<file path="src/rtl/add7_pkg.sv">
// Shared types and widths for the 7-operand adder feeder.
package add7_pkg;

    localparam int unsigned NARROW_W = 10;
    localparam int unsigned WIDE_W   = 13;
    localparam int unsigned RESULT_W = 13;
    localparam int unsigned NUM_OPND = 7;
    localparam int unsigned CNT_W    = $clog2(NUM_OPND + 1);

    typedef logic [CNT_W-1:0] cnt_t;

    typedef enum logic [2:0] {
        ST_IDLE,
        ST_COLLECT,
        ST_FIRE,
        ST_WAIT,
        ST_OUT
    } state_t;

    // Slots e and g (indices 4 and 6) are the only 13-bit operands.
    function automatic logic is_narrow(input cnt_t slot);
        return (slot != cnt_t'(4)) && (slot != cnt_t'(6));
    endfunction

endpackage

</file>
<file path="src/rtl/add7_opnd_bank.sv">
// Serial capture of the seven adder operands, with truncation of
// over-wide narrow operands and a sticky width-error flag per job.
module add7_opnd_bank
    import add7_pkg::*;
(
    input  logic                clk,
    input  logic                rst,
    input  logic                clr,
    input  logic                accept,
    input  logic [WIDE_W-1:0]   in_data,
    output logic [NARROW_W-1:0] init_a,
    output logic [NARROW_W-1:0] init_b,
    output logic [NARROW_W-1:0] init_c,
    output logic [NARROW_W-1:0] init_d,
    output logic [WIDE_W-1:0]   init_e,
    output logic [NARROW_W-1:0] init_f,
    output logic [WIDE_W-1:0]   init_g,
    output logic                wid_err,
    output logic                last_c
);

    cnt_t cnt;

    assign last_c = (cnt == cnt_t'(NUM_OPND - 1));

    always_ff @(posedge clk or posedge rst) begin
        if (rst) begin
            cnt     <= '0;
            wid_err <= 1'b0;
            init_a  <= '0;
            init_b  <= '0;
            init_c  <= '0;
            init_d  <= '0;
            init_e  <= '0;
            init_f  <= '0;
            init_g  <= '0;
        end else if (clr) begin
            cnt     <= '0;
            wid_err <= 1'b0;
        end else if (accept) begin
            cnt <= cnt_t'(cnt + 1'b1);
            if (is_narrow(cnt) && (in_data[WIDE_W-1:NARROW_W] != '0))
                wid_err <= 1'b1;
            case (cnt)
                cnt_t'(0): init_a <= in_data[NARROW_W-1:0];
                cnt_t'(1): init_b <= in_data[NARROW_W-1:0];
                cnt_t'(2): init_c <= in_data[NARROW_W-1:0];
                cnt_t'(3): init_d <= in_data[NARROW_W-1:0];
                cnt_t'(4): init_e <= in_data;
                cnt_t'(5): init_f <= in_data[NARROW_W-1:0];
                cnt_t'(6): init_g <= in_data;
                default:   ;
            endcase
        end
    end

endmodule

</file>
<file path="src/rtl/add7_feeder.sv">
// Collects seven serial operands, fires the external 7-input adder once,
// waits (with timeout) for its sum and presents it on a valid/ready stream.
module add7_feeder
    import add7_pkg::*;
#(
    parameter int unsigned TIMEOUT_CYCLES = 32
) (
    input  logic                clk,
    input  logic                rst,
    input  logic                in_valid,
    output logic                in_ready,
    input  logic [WIDE_W-1:0]   in_data,
    output logic                r_enable,
    output logic [NARROW_W-1:0] init_a,
    output logic [NARROW_W-1:0] init_b,
    output logic [NARROW_W-1:0] init_c,
    output logic [NARROW_W-1:0] init_d,
    output logic [WIDE_W-1:0]   init_e,
    output logic [NARROW_W-1:0] init_f,
    output logic [WIDE_W-1:0]   init_g,
    output logic                controlArr,
    input  logic                w_enable,
    input  logic [RESULT_W-1:0] result,
    output logic                out_valid,
    input  logic                out_ready,
    output logic [RESULT_W-1:0] out_data,
    output logic                out_err
);

    localparam int unsigned TMR_W = $clog2(TIMEOUT_CYCLES + 1);

    state_t            state;
    logic [TMR_W-1:0]  wait_cnt;
    logic              tmo_err;
    logic              wid_err;
    logic              last_c;
    logic              accept_c;
    logic              xfer_c;

    assign accept_c   = in_valid && in_ready;
    assign xfer_c     = out_valid && out_ready;
    assign controlArr = 1'b0;

    add7_opnd_bank u_bank (
        .clk     (clk),
        .rst     (rst),
        .clr     (xfer_c),
        .accept  (accept_c),
        .in_data (in_data),
        .init_a  (init_a),
        .init_b  (init_b),
        .init_c  (init_c),
        .init_d  (init_d),
        .init_e  (init_e),
        .init_f  (init_f),
        .init_g  (init_g),
        .wid_err (wid_err),
        .last_c  (last_c)
    );

    // Job sequencer; w_enable is only looked at from the second WAIT cycle,
    // so a level left over from a previous (possibly reset) job is ignored.
    always_ff @(posedge clk or posedge rst) begin
        if (rst) begin
            state     <= ST_IDLE;
            in_ready  <= 1'b0;
            r_enable  <= 1'b0;
            out_valid <= 1'b0;
            out_err   <= 1'b0;
            out_data  <= '0;
            wait_cnt  <= '0;
            tmo_err   <= 1'b0;
        end else begin
            r_enable <= 1'b0;
            case (state)
                ST_IDLE, ST_COLLECT: begin
                    in_ready <= 1'b1;
                    if (accept_c) begin
                        if (last_c) begin
                            state    <= ST_FIRE;
                            in_ready <= 1'b0;
                            r_enable <= 1'b1;
                        end else begin
                            state <= ST_COLLECT;
                        end
                    end
                end
                ST_FIRE: begin
                    state    <= ST_WAIT;
                    wait_cnt <= '0;
                end
                ST_WAIT: begin
                    if ((wait_cnt != '0) && w_enable) begin
                        out_data  <= result;
                        out_err   <= wid_err | tmo_err;
                        out_valid <= 1'b1;
                        state     <= ST_OUT;
                    end else if (wait_cnt == TMR_W'(TIMEOUT_CYCLES - 1)) begin
                        out_data  <= '0;
                        tmo_err   <= 1'b1;
                        out_err   <= 1'b1;
                        out_valid <= 1'b1;
                        state     <= ST_OUT;
                    end else begin
                        wait_cnt <= TMR_W'(wait_cnt + 1'b1);
                    end
                end
                ST_OUT: begin
                    if (out_ready) begin
                        out_valid <= 1'b0;
                        out_err   <= 1'b0;
                        tmo_err   <= 1'b0;
                        wait_cnt  <= '0;
                        in_ready  <= 1'b1;
                        state     <= ST_IDLE;
                    end else begin
                        out_err <= wid_err | tmo_err;
                    end
                end
                default: begin
                    state    <= ST_IDLE;
                    in_ready <= 1'b0;
                end
            endcase
        end
    end

endmodule

</file>
<file path="config.mk">
export PLATFORM = sky130hd
export DESIGN_NAME = add7_feeder
export DESIGN_NICKNAME = d
export VERILOG_FILES = /design/src/rtl/add7_pkg.sv /design/src/rtl/add7_opnd_bank.sv /design/src/rtl/add7_feeder.sv
export SDC_FILE = /design/constraint.sdc
export NUM_CORES = 1
export LEC_CHECK = 0
export CAP_MARGIN = 10
export CORE_ASPECT_RATIO = 1.2
export CORE_MARGIN = 10
export CORE_UTILIZATION = 45
export DETAILED_ROUTE_END_ITERATION = 7
export PLACE_DENSITY = 0.76
export RECOVER_POWER = 50
export SLEW_MARGIN = 20
export SYNTH_ARGS = -nofsm -noshare
export SYNTH_HDL_FRONTEND = slang
export SYNTH_SLANG_ARGS = --single-unit
</file>
<file path="constraint.sdc">
create_clock -name clk -period 4.9 [get_ports clk]
set_input_delay 1.47 -clock clk [delete_from_list [all_inputs] [get_ports clk]]
set_output_delay 1.47 -clock clk [all_outputs]
set_load 0.03 [all_outputs]
</file>
==> impl_metrics.toml <==
[placement]
place_congestion = 0.763
portBuffers = 123
hpwl_um = 7990
dp_cells = 544

[job]
maxCapViolations = 2

[routing]
ant_nets = 0
route.detailed.drc = 0
routed_via_density = 5.36
dr.pass1.iters = 4
vias = 3002
wl_per_cell_um = 19.7
first_iter_violations = 96
routed_wirelength_um = 11000

[worst_setup_path]
critPathLaunchType = "input pin"
crit_end = "u_bank.init_b[5]"
cp.buffers_inverters = 2
worstSetupPathDepth = 2
regToRegStartpoint = "state[1]"
cp.required_ns = 4.93
critPathArrivalTime_ns = 3.59
crit_family = "buffers and inverters"
reg2reg_depth = 4
reg2reg_slack_ns = 2.42
critPathKind = "in2async"
critical_path.max_stage_delay_ns = 1.54
cpMaxStageDelayCell = "clkinvlp_2"
rr_endpoint = "out_err"
crit_start = "rst"
crit_chain = "dlygate4sd3_1, clkinvlp_2"
critPathCaptureType = "async pin"
cp_max_fo = 62

[grt]
busiest_layer = "met2"
grt_pass1_vias = 3110
grt_use_total = 0.153
grt_use_met1 = 0.176
grt_max_degree = 63
overflow = 0
antenna_found_initial = 0
met2_usage = 0.246
grt_first_pass_wirelength_um = 17000
use_met3 = 0.0864

[synth]
ys_top_cells_by_area = "dfrtp_1 (61%), mux2_2 (17%), a22o_1 (2.6%)"
synth_ff_type = "dfrtp_1"
synth_seq_area_share = 0.608
synth_cell_types = 50
netlist.area_leader.share = 0.608
yosys_register_bits = 107
yosysWarnings = 0
netlist.top_cell.by_area = "dfrtp_1"
syn-instance-count = 309
synth_fp_nets = 347
synthArstFlopShare = 1.00
avgSynthCellArea_um2 = 14.2
syn_area_um2 = 4400
synth_edf_count = 0

[sta]
maxSlewHeadroom = -0.819
slew_violations = 77
period_needed_ns = 3.56
max_freq_mhz = 281
hold_viol_final = 0
post-route-period-util = 0.728
grt_setup_unrepaired = "false"
finClkSkew_ns = 0.00741
tightest_slew_ns = 2.71
setup_tns_ns = 0
finalSetupViolCount = 0

[clocking]
cts_max_path_buffers = 2
post_cts.repair.setup_buffers = 0
cts_htree_levels = 3
cts_tree = "yes"
cts-root-buf = "clkbuf_16"
hold_buffers = 0
cts-resized-gates = 0
clk_pin_slew_worst_paths_ns = 0.07
clkLatencyLatePin_ns = 0.34
clkSinkCount = 107
numCtsBuffers = 9

[die]
std_cell_rows = 39
core_area_um2 = 9560
fp.dieH_um = 128
die_w_um = 110
start_util = 0.460
ioPinCount = 125
die_area_um2 = 14200

[layout]
drive_gt1_frac = 0.213
areaGrowthSynthToFinish_pct = 37.7
finalNonFillerCells = 560
n_antenna_cell = 0
finalNetCount = 470

[outcome]
violations = "max-capacitance violations, max-slew violations"
outcome = "complete, but fails checks"

[power]
total_power_mw = 4.54
leakagePower_nw = 2.68
peakVddDrop_mv = 0.390
cellPowerDensity_nw_per_um2 = 749

[hold_path]
hold_class = "reg2reg"
==> cell usage after synthesis, drive strengths merged (2+ instances only) <==
library cell and count:
dfrtp 107, mux2 76, a22o 13, nand2 13
inv 11, buf 9, a21oi 7, ha 7
nand3 6, o21ai 6, o31ai 4, or3 4
a31oi 3, clkbuf 3, nor2 3, o211ai 3
a21o 2, and2 2, and3 2, mux2i 2
nor2b 2, nor3 2, nor3b 2, o22a 2
==> cells by family (layout without fill, tap and decap cells) <==
kind of cell / count (synthesis) / in the layout / share of synthesized area
flip-flops: 107 / 107 / 0.608
adder cells (fa/ha/maj): 7 / 7 / 0.0199
AND/OR/NAND/NOR: 42 / 42 / 0.0563
multiplexers: 78 / 78 / 0.199
other: 1 / 1 / 0.000852
AO/OA/AOI/OAI: 50 / 50 / 0.0890
XOR/XNOR: 1 / 1 / 0.00199
buffers and inverters: 23 / 151 / 0.0247
==> through the flow <==
step | setup slack (ns) | instance area [um2] | utilization | hold WS, ns
floorplan | 0.613 | 4400 | - | 0.448
global placement | 1.34 | 5740 | 0.600 | 0.469
detailed placement | 1.30 | 5740 | 0.600 | 0.478
CTS | 1.66 | 6080 | 0.635 | 0.495
global route | 0.955 | 6060 | 0.634 | 0.505
finish | 1.34 | 6060 | 0.634 | 0.493
==> layout by cell type (no fill, tap or decap), drive strengths merged, types with 2 or more instances in the layout <==
master	synthesis	routed
inv	11	12
a21oi	7	7
nor2	3	3
nor2b	2	2
a22o	13	13
and2	2	2
dlygate4sd3	0	20
and3	2	2
nor3b	2	2
clkbuf	3	10
nand2	13	13
nor3	2	2
or3	4	4
o31ai	4	4
nand3	6	6
o22a	2	2
dfrtp	107	107
a31oi	3	3
clkdlybuf4s50	0	103
ha	7	7
mux2i	2	2
mux2	76	76
o21ai	6	6
a21o	2	2
bufinv	0	2
o211ai	3	3
clkinvlp	0	2
==> layout make-up <==
| type | instances | area, um2 |
|---|---|---|
| fill | 765 | 3500 |
| timing repair buffer | 124 | 1250 |
| clock inverter | 6 | 96.3 |
| inverter | 11 | 42.5 |
| multi-input combinational | 179 | 1600 |
| tap | 123 | 154 |
| clock buffer | 10 | 239 |
| sequential | 107 | 2680 |
==> worst register-to-register path: stages, from the launching register on <==
cell and delay (ns):
dfrtp_1 0.57, nand3b_4 0.16, a311oi_1 1.34, nand2_1 0.11, o311a_1 0.19
==> state kept, by name, summed over array words and instances, names as in the netlist, 3 cells and up <==
signal         count
out_data          13
u_bank.init_e     13
u_bank.init_g     13
u_bank.init_a     10
u_bank.init_b     10
u_bank.init_c     10
u_bank.init_d     10
u_bank.init_f     10
wait_cnt           6
state              3
u_bank.cnt         3
==> report_power, final <==
| part | leakage (nW) | internal (mW) | switching (mW) | total, mW |
|---|---|---|---|---|
| Clock | 0.161 | 0.468 | 0.324 | 0.792 |
| Sequential | 1.33 | 1.29 | 0.263 | 1.55 |
| Combinational | 1.19 | 0.975 | 1.22 | 2.20 |
| Total | 2.68 | 2.73 | 1.81 | 4.54 |
==> per-layer routing <==
metal | routed length (um) | part of all wire
met5 | 0 | 0
met4 | 62 | 0.0056
met3 | 1250 | 0.11
met2 | 5340 | 0.48
met1 | 4380 | 0.40
==> how the worst min path moves through the flow <==
stage	startpoint	to	cells past startpoint
after floorplan	tmo_err	tmo_err	2
after global placement	u_bank.init_g[9]	u_bank.init_g[9]	1
after detailed placement	u_bank.init_g[9]	u_bank.init_g[9]	1
after CTS	tmo_err	tmo_err	2
after global routing	out_data[6]	out_data[6]	1
final	u_bank.init_e[12]	u_bank.init_e[12]	1
Note: power is estimated with default switching activity, not from simulation.
